**src/rtl/spu_controller.sv**
```systemverilog
// Sequencing controller for a small single-issue processor: fetch/decode/execute FSM.
// Define SPU_JUMPZ_EN to enable the conditional relative jump (opcode 0101).
module spu_controller #(
   parameter int PC_W = 16
) (
   input  logic            clk,
   input  logic            rst,
   input  logic            start,
   output logic            halted,
   output logic [PC_W-1:0] im_addr,
   output logic            im_rd,
   input  logic [15:0]     im_data,
   output logic [7:0]      d_addr,
   output logic            d_rd,
   output logic            d_wr,
   output logic [3:0]      rf_w_addr,
   output logic            rf_w_wr,
   output logic [3:0]      rf_rp_addr,
   output logic            rf_rp_rd,
   output logic [3:0]      rf_rq_addr,
   output logic            rf_rq_rd,
   output logic            alu_s1,
   output logic            alu_s0,
   output logic            rf_s1,
   output logic            rf_s0,
   output logic [7:0]      loac,
   input  logic            pco_en
);

   localparam logic [3:0] S_INIT   = 4'd0;
   localparam logic [3:0] S_FETCH  = 4'd1;
   localparam logic [3:0] S_DECODE = 4'd2;
   localparam logic [3:0] S_LOAD   = 4'd3;
   localparam logic [3:0] S_STORE  = 4'd4;
   localparam logic [3:0] S_ADD    = 4'd5;
   localparam logic [3:0] S_LOADC  = 4'd6;
   localparam logic [3:0] S_SUB    = 4'd7;
`ifdef SPU_JUMPZ_EN
   localparam logic [3:0] S_JUMPZ  = 4'd8;
`endif
   localparam logic [3:0] S_HALT   = 4'd9;

   localparam logic [PC_W-1:0] PC_ONE = 1;

   logic [3:0]      state, nxt;
   logic [PC_W-1:0] pc;
   logic [15:0]     ir;

   logic [3:0] ra, rb, rc;
   logic [7:0] d;
   assign ra = ir[11:8];
   assign rb = ir[7:4];
   assign rc = ir[3:0];
   assign d  = ir[7:0];

   always_comb begin
      nxt = state;
      case (state)
         S_INIT:   nxt = start ? S_FETCH : S_INIT;
         S_FETCH:  nxt = S_DECODE;
         S_DECODE: begin
            case (ir[15:12])
               4'b0000: nxt = S_LOAD;
               4'b0001: nxt = S_STORE;
               4'b0010: nxt = S_ADD;
               4'b0011: nxt = S_LOADC;
               4'b0100: nxt = S_SUB;
`ifdef SPU_JUMPZ_EN
               4'b0101: nxt = S_JUMPZ;
`endif
               4'b1111: nxt = S_HALT;
               default: nxt = S_FETCH;
            endcase
         end
         S_HALT:   nxt = S_HALT;
         S_LOAD, S_STORE, S_ADD, S_LOADC, S_SUB: nxt = S_FETCH;
`ifdef SPU_JUMPZ_EN
         S_JUMPZ:  nxt = S_FETCH;
`endif
         default:  nxt = S_INIT;
      endcase
   end

   always_ff @(posedge clk or negedge rst) begin
      if (!rst) begin
         state <= S_INIT;
         pc    <= '0;
         ir    <= '0;
      end else begin
         state <= nxt;
         case (state)
            S_INIT: pc <= '0;
            S_FETCH: begin
               ir <= im_data;
               pc <= pc + PC_ONE;
            end
`ifdef SPU_JUMPZ_EN
            // PC already points past the JUMPZ, so back off by one to make d relative to it
            S_JUMPZ: if (pco_en) pc <= pc + {{(PC_W-8){d[7]}}, d} - PC_ONE;
`endif
            default: ;
         endcase
      end
   end

   always_comb begin
      halted     = 1'b0;
      im_addr    = '0;
      im_rd      = 1'b0;
      d_addr     = '0;
      d_rd       = 1'b0;
      d_wr       = 1'b0;
      rf_w_addr  = '0;
      rf_w_wr    = 1'b0;
      rf_rp_addr = '0;
      rf_rp_rd   = 1'b0;
      rf_rq_addr = '0;
      rf_rq_rd   = 1'b0;
      alu_s1     = 1'b0;
      alu_s0     = 1'b0;
      rf_s1      = 1'b0;
      rf_s0      = 1'b0;
      loac       = '0;
      case (state)
         S_FETCH: begin
            im_addr = pc;
            im_rd   = 1'b1;
         end
         S_LOAD: begin
            d_addr    = d;
            d_rd      = 1'b1;
            rf_s0     = 1'b1;
            rf_w_addr = ra;
            rf_w_wr   = 1'b1;
         end
         S_STORE: begin
            d_addr     = d;
            d_wr       = 1'b1;
            rf_rp_addr = ra;
            rf_rp_rd   = 1'b1;
         end
         S_ADD, S_SUB: begin
            rf_rp_addr = rb;
            rf_rp_rd   = 1'b1;
            rf_rq_addr = rc;
            rf_rq_rd   = 1'b1;
            alu_s1     = (state == S_SUB);
            alu_s0     = (state == S_ADD);
            rf_w_addr  = ra;
            rf_w_wr    = 1'b1;
         end
         S_LOADC: begin
            rf_s1     = 1'b1;
            loac      = d;
            rf_w_addr = ra;
            rf_w_wr   = 1'b1;
         end
`ifdef SPU_JUMPZ_EN
         S_JUMPZ: begin
            rf_rp_addr = ra;
            rf_rp_rd   = 1'b1;
         end
`endif
         S_HALT: halted = 1'b1;
         default: ;
      endcase
   end

endmodule

```
**config.mk**
```make
export PLATFORM = sky130hd
export DESIGN_NAME = spu_controller
export DESIGN_NICKNAME = d
export VERILOG_FILES = /design/src/rtl/spu_controller.sv
export SDC_FILE = /design/constraint.sdc
export NUM_CORES = 1
export LEC_CHECK = 0
export ABC_AREA = 1
export BUFFER_PORTS_ARGS = -buffer_cell sky130_fd_sc_hd__buf_2
export CAP_MARGIN = 20
export CORE_MARGIN = 2
export CORE_UTILIZATION = 30
export DETAILED_ROUTE_END_ITERATION = 7
export MAX_ROUTING_LAYER = met4
export SLEW_MARGIN = 5
export SYNTH_ARGS = -nofsm -noshare
export SYNTH_HDL_FRONTEND = slang
export SYNTH_SLANG_ARGS = --single-unit
```
**constraint.sdc**
```tcl
create_clock -name clk -period 3.4 [get_ports clk]
set_input_delay 0.17 -clock clk [delete_from_list [all_inputs] [get_ports clk]]
set_output_delay 0.17 -clock clk [all_outputs]
set_load 0.03 [all_outputs]
```
* Yosys cells after proc, flatten, opt, wreduce, memory -nomap -nowiden
Cells that the tools add are included.
** Storage, ports and cells
- Logic and storage cells :: 45
- Output and inout bits :: 55
- Flip-flop bits (word level) :: 36
- Input port bits :: 20
** Operators by class
- $add $sub $neg :: 1
- Eq/ne operators :: 13
- Reductions and logical operators :: 8
- Multiplexer cells :: 20
** Operator list (number)
- $pmux W16 S2 :: 1
- $pmux W4 S6 :: 1
- $eq A4 B3 Y1 const B :: 5
- $pmux W4 S5 :: 1
- $add A16 B1 Y16 const B :: 1
- $eq A4 B2 Y1 const B :: 4
- $mux W16 :: 1
- $mux W8 :: 2
- $mux W1 :: 11
- $eq A4 B1 Y1 const B :: 2
- $eq A4 B4 Y1 const B :: 2
- $logic_not A4 Y1 :: 2
- $mux W4 :: 2
- $pmux W4 S2 :: 1
- $reduce_or A5 Y1 :: 1
- $reduce_or A2 Y1 :: 2
- $reduce_or A4 Y1 :: 1
- $reduce_or A3 Y1 :: 1
- $reduce_bool A2 Y1 :: 1

* Longest topological paths before layout
Gate-level depths: netlist of run 1.
- Word-level depth :: 3
- Depth in mapped cells :: 7
- Depth with buffers taken out :: 7

* Worst setup path before layout of run 1
OpenSTA, ideal clock, no wires.
- Kind :: reg2out
- From :: register state[0]
- To :: output port loac[0]
- Arrival :: 1513 ps
- Data required time :: 3230 ps
- Path slack :: 1717 ps
- Stages on the path, launching flop included :: 6
- Buffers on the path :: 0
- Cell sequence :: dfrtp_1 -> inv_1 -> nand2_1 -> nor2_4 -> inv_2 -> nor2_1
** On the way
- Word-level cells in the longest chain between the ends :: 2
** RTL lines
- from (decl) :: line 45 : logic [3:0] state, nxt;
- from (signal assigned) :: line 90 : state <= nxt;
- $eq A4 B3 Y1 :: line 124 : case (state)
- $mux W8 :: line 124
- to (decl) :: line 26 : output logic [7:0] loac,
Every way passes these cells.

* Worst setup path after layout of run 1
- From :: register state[2]
- To :: output port im_rd
** On the way
- Word-level cells in the longest chain between the ends :: 2
** RTL lines
- $eq A4 B1 Y1 :: line 124
- $mux W1 :: line 124
- to (decl) :: line 11 : output logic im_rd,
Every way passes these cells.

==> flow_metrics.env, run 1 <==
export IMPL_multi_input_area_sq_um=1030
export IMPL_viasPerCell=4.54
export IMPL_nets=397
export IMPL_reg2reg_to="pc[7]"
export IMPL_remaining_drc_errors=0
export IMPL_peakVddDrop_v=0.000269
export IMPL_yosys_warnings=0
export IMPL_synth_area_sq_um=2150
export IMPL_synth_distinct_cells=26
export IMPL_violations="negative hold slack"
export IMPL_critPathCaptureType="output pin"
export IMPL_grt_overflow=0
export IMPL_num_vias=2147
export IMPL_outcome="finished, violations left"
export IMPL_antenna_left=0
export IMPL_grt_pass1_wl_mm=8.81
export IMPL_worstPathArrival_ns=1.96
export IMPL_slew_headroom=0.429
export IMPL_syn_inst=304
export IMPL_clk_latency_ns=0.30
export IMPL_critPathMaxFanout=41
export IMPL_crit_top_cell="nor2_4"
export IMPL_rows=30
export IMPL_worstSetupStartpointType="register"
export IMPL_startpoint="state[2]"
export IMPL_tightest_slew_ns=0.855
export IMPL_ctsLongestPathBuffers=2
export IMPL_skew_ns=0.0101
export IMPL_max_freq_mhz=470
export IMPL_hold_viol=36
export IMPL_power_leakage_nw=1.41
export IMPL_seq_area_sq_um=901
export IMPL_rsz0062_at_grt="no"
export IMPL_critPathRequiredTime_ns=3.23
export IMPL_io_pins=75
export IMPL_rrSetupSlack_ns=1.62
export IMPL_pwr_density_cell_nw_per_um2=739
export IMPL_crit_chain="nor2_4 > inv_2 > nor2_4 > buf_2"
export IMPL_avgSynthCellArea_sq_um=7.08
export IMPL_numClockSinks=36
export IMPL_die_w_um=88.7
export IMPL_slew_viol_final=0
export IMPL_setup_viol=0
export IMPL_antennaDiodeCount=0
export IMPL_fin_crit_ns=2.13
export IMPL_fin_util=0.395
export IMPL_areaGrowthSynthToFinish_pct=26.0
export IMPL_start_util=0.313
export IMPL_crit_reg2reg_launch="state[2]"
export IMPL_cts_buffers=5
export IMPL_finalCritPeriodShare=0.626
export IMPL_fp_dieH_um=88.7
export IMPL_gp_congestion=0.793
export IMPL_whs_ns=-0.0244
export IMPL_drive_gt1_frac=0.281
export IMPL_cts_resized=0
export IMPL_grt_max_degree=42
export IMPL_synth_seq_cells=36
export IMPL_die_area_sq_um=7870
export IMPL_post_drt_wl_per_cell_um=11.9
export IMPL_synth_seq_area_share=0.418
export IMPL_hpwlAfterDp_mm=4.09
export IMPL_hold_path_class="in -> async"
export IMPL_grt_antenna_before_repair=0
export IMPL_cts_tree="yes"
export IMPL_post_cts_buffers=0
export IMPL_track_usage=0.149
export IMPL_slowest_stage="nor2_4"
export IMPL_cap_viol_max_count=0
export IMPL_drt_initial_drc_count=103
export IMPL_n_fill_cell=733
export IMPL_ctsHoldBuffers=0
export IMPL_core_sq_um=6870
export IMPL_wirelength_mm=5.65
export IMPL_io_buffers=73
export IMPL_first_pass_iters=4
export IMPL_htree_levels=2
export IMPL_max_stage_delay_ns=0.66
export IMPL_setup_tns_ns=0
export IMPL_cts_root_buf="clkbuf_8"
export IMPL_rr_worst_depth=5
export IMPL_synth_fp_nets=325
export IMPL_criticalPathCategory="reg -> out"
export IMPL_clkSlewWorstSetupHoldPaths_ns=0.07
export IMPL_grt_pass1_vias=1917
synthesized netlist by cell type, drive strengths merged:
master / count / area share
dfrtp: 36 / 0.42
a21oi: 1 / 0.0023
xor2: 1 / 0.0041
inv: 45 / 0.078
nor3: 5 / 0.017
nand2: 69 / 0.12
ha: 1 / 0.0058
nand4: 5 / 0.015
buf: 8 / 0.024
o31ai: 1 / 0.0035
nor2: 75 / 0.17
o22ai: 4 / 0.012
o211ai: 1 / 0.0035
o21ai: 27 / 0.064
nand3: 24 / 0.058
a21o: 1 / 0.0035
cells by family after synthesis:
logic type,synth area share
and+or+nand+nor,0.381
AOI/OAI and AO/OA,0.0889
buffers and inverters,0.102
adders and majority gates,0.00581
DFF,0.418
xor gates and xnor gates,0.00407
per-stage QoR:
step	instances	cell area (sq um)	power, W	worst slack [ns]
CTS	473	2710	0.00203	1.26
global placement	465	2590	0.00158	1.58
global route	473	2710	0.00216	1.14
floorplan	304	2150	0.00139	1.72
finish	473	2710	0.00201	1.27
detailed placement	465	2590	0.00160	1.60
cells in the final DEF, fill, tap and decap left out, drive strengths merged:
cell type   n
o22ai       4
bufinv      1
dfrtp      36
a21o        1
a21oi       1
o21ai      27
xor2        1
nor2       75
ha          1
nor3        5
nand3      24
nand2      69
nand4       5
o31ai       1
o211ai      1
inv        45
clkbuf      7
buf        73
how the worst max path moves through the flow:
| stage | end | slack (ns) | depth (start not counted) |
|---|---|---|---|
| after floorplan | loac[0] | 1.72 | 5 |
| after global placement | im_rd | 1.58 | 4 |
| after detailed placement | im_rd | 1.60 | 4 |
| after CTS | im_rd | 1.26 | 4 |
| after global routing | im_rd | 1.14 | 4 |
| final | im_rd | 1.27 | 4 |
metal layers:
metal	part of all wire	global-route usage	vias to the layer above
met1	0.46	0.187	999
met5	0	-	-
li1	-	-	1094
met2	0.48	0.237	47
met3	0.046	0.0336	7
met4	0.015	0.0496	0
power breakdown:
part / total (W) / internal (W) / switching, W
Combinational: 0.000959 / 0.000245 / 0.000715
Sequential: 0.000624 / 0.000551 / 0.0000732
Clock: 0.000423 / 0.000259 / 0.000164
Total: 0.00201 / 0.00105 / 0.000952
state kept, by name (all words and copies together) (netlist names):
name   count
pc        16
state      4
ir        16
critical path: cells and delay by family, from the launching register on:
kind	cells	cell delay (ns)
AND/OR/NAND/NOR	2	0.81
buffers and inverters	2	0.43
flip-flops	1	0.42
layout make-up:
| class | instances | share of cell area |
|---|---|---|
| timing repair buffer | 73 | 0.135 |
| clock inverter | 1 | 0.0111 |
| inverter | 45 | 0.0622 |
| tap | 96 | 0.0443 |
| multi-input combinational | 215 | 0.380 |
| clock buffer | 7 | 0.0355 |
| sequential | 36 | 0.332 |
Power figures use the tool's default switching activity.
==> run 2, diff against run 1 <==
- clock period: 3.4 -> 1.8 ns (I/O delays scaled with it)
==> run 2 against run 1 <==
  * The run now ends clean
  * Total power is 89% higher
  * Hold slack better by 0.031 ns
  * Via count is 2.4% higher
  * Global-route usage is 0.21 points lower
  * Clock power is 73% higher
  * Critical path type unchanged
  * Critical endpoint is now im_addr[4]
  * Highest routed layer unchanged
==> flow_metrics.env, run 2 (synthesis results as in run 1) <==
export IMPL_outcome="complete, no violations"
export IMPL_final_cells=488
export IMPL_cts_buffers=5
export IMPL_reg2reg_to="pc[14]"
export IMPL_clkSlewWorstSetupHoldPaths_ns=0.08
export IMPL_criticalPathCategory="reg -> out"
export IMPL_ctsLongestPathBuffers=2
export IMPL_grt_pass1_vias=1962
export IMPL_fp_dieH_um=88.7
export IMPL_track_usage=0.147
export IMPL_hold_path_class="in -> reg"
export IMPL_slew_viol_final=0
export IMPL_crit_reg2reg_launch="pc[0]"
export IMPL_fin_crit_ns=1.77
export IMPL_placed_cells=469
export IMPL_die_area_sq_um=7870
export IMPL_num_vias=2198
export IMPL_final_common_cell="buf_2"
export IMPL_nets=412
export IMPL_areaGrowthSynthToFinish_pct=32.3
export IMPL_critPathMaxFanout=17
export IMPL_viasPerCell=4.50
export IMPL_tightest_slew_ns=0.458
export IMPL_rr_worst_depth=7
export IMPL_numClockSinks=36
export IMPL_start_util=0.313
export IMPL_whs_ns=0.00691
export IMPL_cts_tree="yes"
export IMPL_die_w_um=88.7
export IMPL_finalPower_w=0.00379
export IMPL_worstSetupStartpointType="register"
export IMPL_io_pins=75
export IMPL_grt_max_degree=37
export IMPL_rows=30
export IMPL_worstPathArrival_ns=1.68
export IMPL_htree_levels=2
export IMPL_finalCritPeriodShare=0.984
export IMPL_max_freq_mhz=565
export IMPL_setup_viol=0
export IMPL_gp_congestion=0.822
export IMPL_rrSetupSlack_ns=0.31
export IMPL_hp_start="im_data[6]"
export IMPL_critPathRequiredTime_ns=1.71
export IMPL_skew_ns=0.00512
export IMPL_drive_gt1_frac=0.283
export IMPL_worstHoldEndpoint="ir[6]"
export IMPL_peakVddDrop_v=0.000552
export IMPL_antennaDiodeCount=0
export IMPL_power_leakage_nw=1.47
export IMPL_mostFrequentLayoutCells="buf_2 (70), nand2_1 (67), nor2_1 (61)"
export IMPL_grt_pass1_wl_mm=8.76
export IMPL_antenna_left=0
export IMPL_pwr_density_cell_nw_per_um2=1330
export IMPL_post_drt_wl_per_cell_um=11.3
export IMPL_core_sq_um=6870
export IMPL_drt_initial_drc_count=86
export IMPL_hpwlAfterDp_mm=4.15
export IMPL_cts_root_buf="clkbuf_8"
export IMPL_first_pass_iters=4
export IMPL_top_regs="ir x16, pc x16, state x4"
export IMPL_rsz0062_at_grt="yes"
export IMPL_clk_latency_ns=0.30
export IMPL_holdPathStages=3
export IMPL_critPathCaptureType="output pin"
export IMPL_io_buffers=73
export IMPL_remaining_drc_errors=0
export IMPL_grt_antenna_before_repair=0
export IMPL_setup_tns_ns=0
export IMPL_cap_viol_max_count=0
export IMPL_hold_viol=0
export IMPL_wirelength_mm=5.54
export IMPL_slew_headroom=0.692
export IMPL_grt_overflow=0
[run 2: cell types whose count changed in the layout (fill, tap and decap cells not counted), moves of 2 or more]
cell,delta
buf_4,+4
buf_2,-3
clkbuf_8,-2
dlygate4sd3_1,+11
clkbuf_4,+3
[run 2: power breakdown]
part	internal, W	switching, W	total [W]
Sequential	0.00104	0.000135	0.00117
Clock	0.000410	0.000321	0.000731
Combinational	0.000529	0.00136	0.00189
Total	0.00198	0.00181	0.00379
[run 2: final cells by class]
type,instances,area (sq um)
inverter,45,169
clock buffer,5,68.8
fill,740,4020
clock inverter,3,42.5
timing repair buffer,88,513
tap,96,120
multi-input combinational,215,1030
sequential,36,901
[run 2: repair_timing]
action                                  CTS  global route
hold endpoints to repair                 46             0
hold buffers                             11             0
endpoints found under the setup margin    0            32
resized for setup                         0             4
setup buffers                             0             0
[run 2: worst max-delay path by stage]
stage                     cells after the start  slack, ns          to     start
after floorplan                               5       0.20     loac[0]  state[0]
after global placement                        5       0.35  im_addr[4]  state[2]
after detailed placement                      6       0.33      pc[10]     pc[0]
after CTS                                     5       0.02  im_addr[4]  state[2]
after global routing                          5      -0.08  im_addr[4]  state[2]
final                                         5       0.03  im_addr[4]  state[2]
[run 2: critical path, cell delays in order, from the launching register on]
cell and delay, ns:
dfrtp_1 0.42, nor2_4 0.16, nand3_2 0.19, buf_4 0.27
nor2_2 0.13, buf_2 0.22
[run 2: metal layers]
| metal | track usage | up-vias | wire length [um] |
|---|---|---|---|
| li1 | - | 1121 | - |
| met1 | 0.182 | 1013 | 2550 |
| met2 | 0.237 | 57 | 2660 |
| met3 | 0.0289 | 7 | 254 |
| met4 | 0.0510 | 0 | 72 |
| met5 | - | - | 0 |
[run 2: through the flow]
| step | cell area, sq um | util | worst slack (ns) |
|---|---|---|---|
| after floorplan | 2150 | - | 0.197 |
| after global placement | 2620 | 0.381 | 0.351 |
| after detailed placement | 2620 | 0.381 | 0.327 |
| after CTS | 2840 | 0.413 | 0.0165 |
| after global routing | 2850 | 0.415 | -0.0764 |
| final | 2850 | 0.415 | 0.0296 |
